## src/rtl/fetch_unit_if.sv

```systemverilog
// Fetch-unit bus bundle: memory request/response, redirect and core-side instruction handshake.
// master = fetch unit side, slave = memory/core environment side.
interface fetch_unit_if;
    logic        mem_req_valid;
    logic        mem_req_ready;
    logic [31:0] mem_req_addr;
    logic        mem_rsp_valid;
    logic [31:0] mem_rsp_data;
    logic        redirect_valid;
    logic [31:0] redirect_pc;
    logic        instr_valid;
    logic        instr_ready;
    logic [31:0] instr;
    logic [31:0] instr_pc;

    modport master (
        output mem_req_valid,
        output mem_req_addr,
        input  mem_req_ready,
        input  mem_rsp_valid,
        input  mem_rsp_data,
        input  redirect_valid,
        input  redirect_pc,
        output instr_valid,
        output instr,
        output instr_pc,
        input  instr_ready
    );

    modport slave (
        input  mem_req_valid,
        input  mem_req_addr,
        output mem_req_ready,
        output mem_rsp_valid,
        output mem_rsp_data,
        output redirect_valid,
        output redirect_pc,
        input  instr_valid,
        input  instr,
        input  instr_pc,
        output instr_ready
    );
endinterface

```

## src/rtl/fetch_unit.sv

```systemverilog
// Instruction fetch stage: credit-limited requests to an in-order memory, a {pc, word}
// FIFO toward the core, and redirect with flush of buffered and in-flight fetches.
module fetch_unit #(
    parameter logic [31:0] RESET_PC = 32'h0040_0000,
    parameter int          DEPTH    = 4
) (
    input  logic         clk,
    input  logic         rst,
    fetch_unit_if.master bus
);
    localparam int AW = (DEPTH > 1) ? $clog2(DEPTH) : 1;
    localparam int CW = AW + 1;

    // Handshakes: a transfer happens on a rising edge where valid && ready; the
    // producer's valid never depends on the consumer's ready. mem_rsp has no ready.

    logic [31:0]   fetch_pc;
    logic [AW-1:0] rd_ptr;
    logic [AW-1:0] wr_ptr;
    logic [AW-1:0] tag_rd;
    logic [AW-1:0] tag_wr;
    logic [CW-1:0] count;
    logic [CW-1:0] live;
    logic [CW-1:0] drop;
    logic [31:0]   hold_word;
    logic [31:0]   hold_pc;

    logic [31:0]   fifo_word [DEPTH];
    logic [31:0]   fifo_pc   [DEPTH];
    logic [31:0]   tag_pc    [DEPTH];

    logic [CW:0]   credit_used;
    logic          req_valid;
    logic          req_fire;
    logic          rsp_drop;
    logic          rsp_keep;
    logic          push;
    logic          pop;
    logic          fifo_empty;
    logic [1:0]    unused_redirect_lsb;

    assign unused_redirect_lsb = bus.redirect_pc[1:0];

    // Credit covers buffered words plus live requests, so every kept response has a slot.
    assign credit_used = {1'b0, count} + {1'b0, live};
    assign req_valid   = !rst && !bus.redirect_valid && (credit_used < (CW+1)'(DEPTH));
    assign req_fire    = req_valid && bus.mem_req_ready;

    assign rsp_drop    = bus.mem_rsp_valid && (drop != '0);
    assign rsp_keep    = bus.mem_rsp_valid && (drop == '0) && (live != '0);
    assign push        = rsp_keep && !bus.redirect_valid;
    assign fifo_empty  = (count == '0);
    assign pop         = !fifo_empty && bus.instr_ready && !bus.redirect_valid;

    assign bus.mem_req_valid = req_valid;
    assign bus.mem_req_addr  = fetch_pc;
    assign bus.instr_valid   = !fifo_empty;
    assign bus.instr         = fifo_empty ? hold_word : fifo_word[rd_ptr];
    assign bus.instr_pc      = fifo_empty ? hold_pc   : fifo_pc[rd_ptr];

    always_ff @(posedge clk or posedge rst) begin
        if (rst) begin
            fetch_pc  <= RESET_PC;
            rd_ptr    <= '0;
            wr_ptr    <= '0;
            tag_rd    <= '0;
            tag_wr    <= '0;
            count     <= '0;
            live      <= '0;
            drop      <= '0;
            hold_word <= '0;
            hold_pc   <= '0;
        end else begin
            // Remember the head being shown so the outputs stay put once the FIFO drains.
            if (!fifo_empty) begin
                hold_word <= fifo_word[rd_ptr];
                hold_pc   <= fifo_pc[rd_ptr];
            end

            if (bus.redirect_valid) begin
                fetch_pc <= {bus.redirect_pc[31:2], 2'b00};
                rd_ptr   <= '0;
                wr_ptr   <= '0;
                tag_rd   <= '0;
                tag_wr   <= '0;
                count    <= '0;
                live     <= '0;
                // Every outstanding request becomes stale; a response arriving now retires one.
                drop     <= drop + live - CW'(rsp_drop || rsp_keep);
            end else begin
                if (req_fire) begin
                    fetch_pc <= fetch_pc + 32'd4;
                    tag_wr   <= tag_wr + AW'(1);
                end
                if (push) begin
                    wr_ptr <= wr_ptr + AW'(1);
                    tag_rd <= tag_rd + AW'(1);
                end
                if (pop) begin
                    rd_ptr <= rd_ptr + AW'(1);
                end
                if (rsp_drop) begin
                    drop <= drop - CW'(1);
                end
                live  <= live + CW'(req_fire) - CW'(rsp_keep);
                count <= count + CW'(push) - CW'(pop);
            end
        end
    end

    // Storage arrays carry no reset; only entries covered by the counters are ever read.
    always_ff @(posedge clk) begin
        if (req_fire) begin
            tag_pc[tag_wr] <= fetch_pc;
        end
        if (push) begin
            fifo_word[wr_ptr] <= bus.mem_rsp_data;
            fifo_pc[wr_ptr]   <= tag_pc[tag_rd];
        end
    end
endmodule

```

## src/flat_wrapper.sv

```systemverilog
// flat-port wrapper written by rule: the top's interface ports become plain ports
module fetch_unit_flat 
#(
    parameter logic [31:0] RESET_PC = 32'h0040_0000,
    parameter int          DEPTH    = 4
)
  (clk, rst, bus_mem_req_valid, bus_mem_req_addr, bus_mem_req_ready, bus_mem_rsp_valid, bus_mem_rsp_data, bus_redirect_valid, bus_redirect_pc, bus_instr_valid, bus_instr, bus_instr_pc, bus_instr_ready);
  fetch_unit_if bus_i ();
  input  logic clk;
  input  logic rst;
  output wire logic [$bits(bus_i.mem_req_valid)-1:0] bus_mem_req_valid;
  output wire logic [$bits(bus_i.mem_req_addr)-1:0] bus_mem_req_addr;
  input wire logic [$bits(bus_i.mem_req_ready)-1:0] bus_mem_req_ready;
  input wire logic [$bits(bus_i.mem_rsp_valid)-1:0] bus_mem_rsp_valid;
  input wire logic [$bits(bus_i.mem_rsp_data)-1:0] bus_mem_rsp_data;
  input wire logic [$bits(bus_i.redirect_valid)-1:0] bus_redirect_valid;
  input wire logic [$bits(bus_i.redirect_pc)-1:0] bus_redirect_pc;
  output wire logic [$bits(bus_i.instr_valid)-1:0] bus_instr_valid;
  output wire logic [$bits(bus_i.instr)-1:0] bus_instr;
  output wire logic [$bits(bus_i.instr_pc)-1:0] bus_instr_pc;
  input wire logic [$bits(bus_i.instr_ready)-1:0] bus_instr_ready;
  assign bus_mem_req_valid = bus_i.mem_req_valid;
  assign bus_mem_req_addr = bus_i.mem_req_addr;
  assign bus_i.mem_req_ready = bus_mem_req_ready;
  assign bus_i.mem_rsp_valid = bus_mem_rsp_valid;
  assign bus_i.mem_rsp_data = bus_mem_rsp_data;
  assign bus_i.redirect_valid = bus_redirect_valid;
  assign bus_i.redirect_pc = bus_redirect_pc;
  assign bus_instr_valid = bus_i.instr_valid;
  assign bus_instr = bus_i.instr;
  assign bus_instr_pc = bus_i.instr_pc;
  assign bus_i.instr_ready = bus_instr_ready;
  fetch_unit #(.RESET_PC(RESET_PC), .DEPTH(DEPTH)) u_core (.clk(clk), .rst(rst), .bus(bus_i));
endmodule
```

## config.mk

```make
export PLATFORM = sky130hd
export DESIGN_NAME = fetch_unit_flat
export DESIGN_NICKNAME = d
export VERILOG_FILES = /design/src/rtl/fetch_unit_if.sv /design/src/rtl/fetch_unit.sv /design/src/flat_wrapper.sv
export SDC_FILE = /design/constraint.sdc
export NUM_CORES = 1
export LEC_CHECK = 0
export BUFFER_PORTS_ARGS = -buffer_cell sky130_fd_sc_hd__buf_2
export CELL_PAD_IN_SITES_DETAIL_PLACEMENT = 1
export CELL_PAD_IN_SITES_GLOBAL_PLACEMENT = 2
export CORE_MARGIN = 2
export CORE_UTILIZATION = 43
export DETAILED_ROUTE_END_ITERATION = 12
export GPL_TIMING_DRIVEN = 0
export HOLD_SLACK_MARGIN = 0.1
export PLACE_DENSITY_LB_ADDON = 0.1
export SYNTH_ARGS = -nofsm -noshare
export SYNTH_HDL_FRONTEND = slang
export SYNTH_SLANG_ARGS = --single-unit
```

## constraint.sdc

```tcl
create_clock -name clk -period 4.5 [get_ports clk]
set_input_delay 0.45 -clock clk [delete_from_list [all_inputs] [get_ports clk]]
set_output_delay 0.45 -clock clk [all_outputs]
set_load 0.01 [all_outputs]
```

==> results.json <==
{
  "routed_wl_um": 42100,
  "place_hpwl_um": 27000,
  "grt_pass1_wl_um": 65600,
  "gp_congestion": 0.810,
  "finalSetupTns_ns": 0,
  "drc": 0,
  "fmax_ghz": 0.283,
  "tightest_slew_ns": 0.917,
  "rows": 76,
  "clock_latency_ns": 0.58,
  "syn_to_final_growth_pct": 21.2,
  "drtIter0Drc": 461,
  "track_usage_pct": 19.4,
  "seq_area_um2": 13800,
  "period_minus_slack_ns": 3.53,
  "clock-sinks": 479,
  "critPathKind": "reg -> out",
  "clk_path_buf_depth": 3,
  "worstPathRequired_ns": 4.05,
  "dp_slack_ns": 1.07,
  "synth_edf_count": 368,
  "clk_pin_slew_ns": 0.06,
  "drv_cap": 0,
  "synth.avg_cell_area_um2": 17.1,
  "post_cts_buffers": 0,
  "die_w_um": 212,
  "cts_made_buffers": 51,
  "ys_top_cells_by_count": "edfxtp_1, nand2_1, dfrtp_1",
  "hold_path.class": "in -> reg",
  "ys_async_sr_fraction_pct": 23.2,
  "die_y_um": 212,
  "status": "finished clean",
  "synth_warnings": 0,
  "overflow": 0,
  "setup_viol": 0,
  "fillCellCount": 4131,
  "synth_most_common_cell": "edfxtp_1",
  "drive_gt1_share_pct": 26.6,
  "rsz0062_at_grt": "no",
  "setup_slack_ns": 0.967,
  "critPathMaxFanout": 10,
  "hold_violations": 0,
  "grt_max_degree": 69,
  "synthesis.area_um2": 18600,
  "critPathArrivalTime_ns": 3.08,
  "max_slew_margin_pct": 38.3,
  "drv_slew": 0,
  "holdWs_ns": 0.135,
  "wire_per_inst_um": 21.1,
  "antenna_found_initial": 1,
  "fin_crit_sh_pct": 78.5,
  "start_util_pct": 43.4,
  "cts_tree": "built",
  "endpoint_kind": "primary output",
  "htree_levels": 2,
  "multi_input_area_um2": 4500,
  "startpoint_type": "register",
  "core_um2": 43000,
  "synth_area_leaders": "edfxtp_1, dfrtp_1, mux4_2, nand2_1, ha_1",
  "syn-instance-count": 1090,
  "io_buffers": 162,
  "peakVddDrop_mv": 0.298,
  "ys_seq_area_share_pct": 74.2,
  "cts-resized-gates": 0,
  "ant_nets": 0,
  "final_util_pct": 52.6,
  "firstDrtPassIters": 5,
  "fin_skew_ns": 0.0138,
  "postCtsHoldBufs": 56,
  "num_vias": 10300,
  "dpl-instance-area_um2": 20300,
  "ys_ff_latch": 479,
  "stdcell_area_um2": 22600,
  "yosysUniqueCellTypes": 56,
  "yosys.area.top_type_share_pct": 59.3,
  "p_leak_nw": 8.36,
  "via_per_inst": 5.15,
  "grt_pass1_vias": 11100,
  "yosysTopAreaCell": "edfxtp_1",
  "fp.dieArea_um2": 45000,
  "cts-root-buf": "clkbuf_16",
  "nets": 1460,
  "power.density_nw_per_um2": 553,
  "io_pins": 168,
  "ys.flop_type": "edfxtp_1"
}
-- cell usage in the layout (no fill, tap or decap), drive strengths merged, types with 24 or more instances in the layout --
master       instances
inv                 30
mux4                92
clkbuf              94
buf                190
nor2                27
nand2              222
edfxtp             368
dfrtp              110
o21ai               24
dlygate4sd3         56
-- logic make-up (layout without fill, tap and decap cells) --
kind of cell             count (synthesis)  after routing  synth area share (%)
flip-flops                             479            479                  74.2
AND/OR/NAND/NOR                        332            332                  8.04
multiplexers                            94             94                  11.2
buffers and inverters                   80            398                  1.80
AO/OA/AOI/OAI                           68             68                  2.48
adder cells (fa/ha/maj)                 23             23                  1.66
XOR/XNOR                                13             13                 0.611
other                                    1              3                0.0201
-- critical path: stages, from the launching register on --
cell and delay (ns):
dfrtp_1 0.41, nor3_1 0.61, clkbuf_1 0.61, clkbuf_1 0.48
nand2_1 0.10, nand2_1 0.13, buf_2 0.15
-- power breakdown --
group	internal (mW)	switching, mW
sequential	5.25	0.224
combinational	1.09	1.77
clock	2.45	1.71
total	8.79	3.71
-- final cells by class --
type / instances / share of cell area [%]
Antenna cell: 1 / 0.0111
Sequential cell: 479 / 61.2
Timing Repair Buffer: 223 / 6.65
Multi-Input combinational cell: 532 / 19.9
Clock inverter: 30 / 1.21
Inverter: 28 / 0.487
Clock buffer: 65 / 6.25
Buffer: 52 / 1.02
Tap cell: 585 / 3.24
-- routing by layer --
metal / GRT usage [%] / vias up / routed length (µm)
li1: - / 4712 / -
met4: 4.70 / 0 / 681
met1: 26.1 / 5291 / 18500
met3: 3.65 / 58 / 1790
met2: 33.0 / 223 / 21200
met5: 0 / - / 0
-- path summary, 6_finish.rpt --
path / start / to / slack, ns / depth (start not counted)
max in group asynchronous: rst / u_core.hold_pc[28]$_DFF_PP0_ / 3.27 / 4
max: u_core.count[2]$_DFF_PP0_ / bus_instr_pc[30] / 0.97 / 6
min reg2reg: u_core.hold_pc[25]$_DFF_PP0_ / u_core.hold_pc[25]$_DFF_PP0_ / 0.46 / 2
min in group asynchronous: rst / u_core.drop[2]$_DFFE_PP0P_ / 0.48 / 3
max reg2reg: u_core.live[2]$_DFF_PP0_ / u_core.tag_pc[1][25]$_DFFE_PP_ / 1.37 / 7
min: bus_redirect_pc[22] / u_core.bus.mem_req_addr[22]$_DFFE_PP1P_ / 0.14 / 3
-- flip-flops by register name, indices dropped and copies added (netlist names) --
signal	count
u_core.fifo_pc	120
u_core.drop	3
u_core.wr_ptr	2
u_core.fifo_word	128
u_core.bus.mem_req_addr	30
u_core.tag_rd	2
u_core.count	3
u_core.tag_pc	120
u_core.tag_wr	2
u_core.hold_word	32
u_core.live	3
u_core.rd_ptr	2
u_core.hold_pc	32
-- per-stage QoR --
| stage | total power [mW] | instances |
|---|---|---|
| 6_report | 12.5 | 1995 |
| 5_1_grt | 13.2 | 1995 |
| 4_1_cts | 12.7 | 1994 |
| 3_5_place_dp | 8.47 | 1843 |
| 3_3_place_gp | 8.41 | 1838 |
| 2_1_floorplan | 7.24 | 1091 |
No activity file was read; power rests on OpenSTA's default activity.
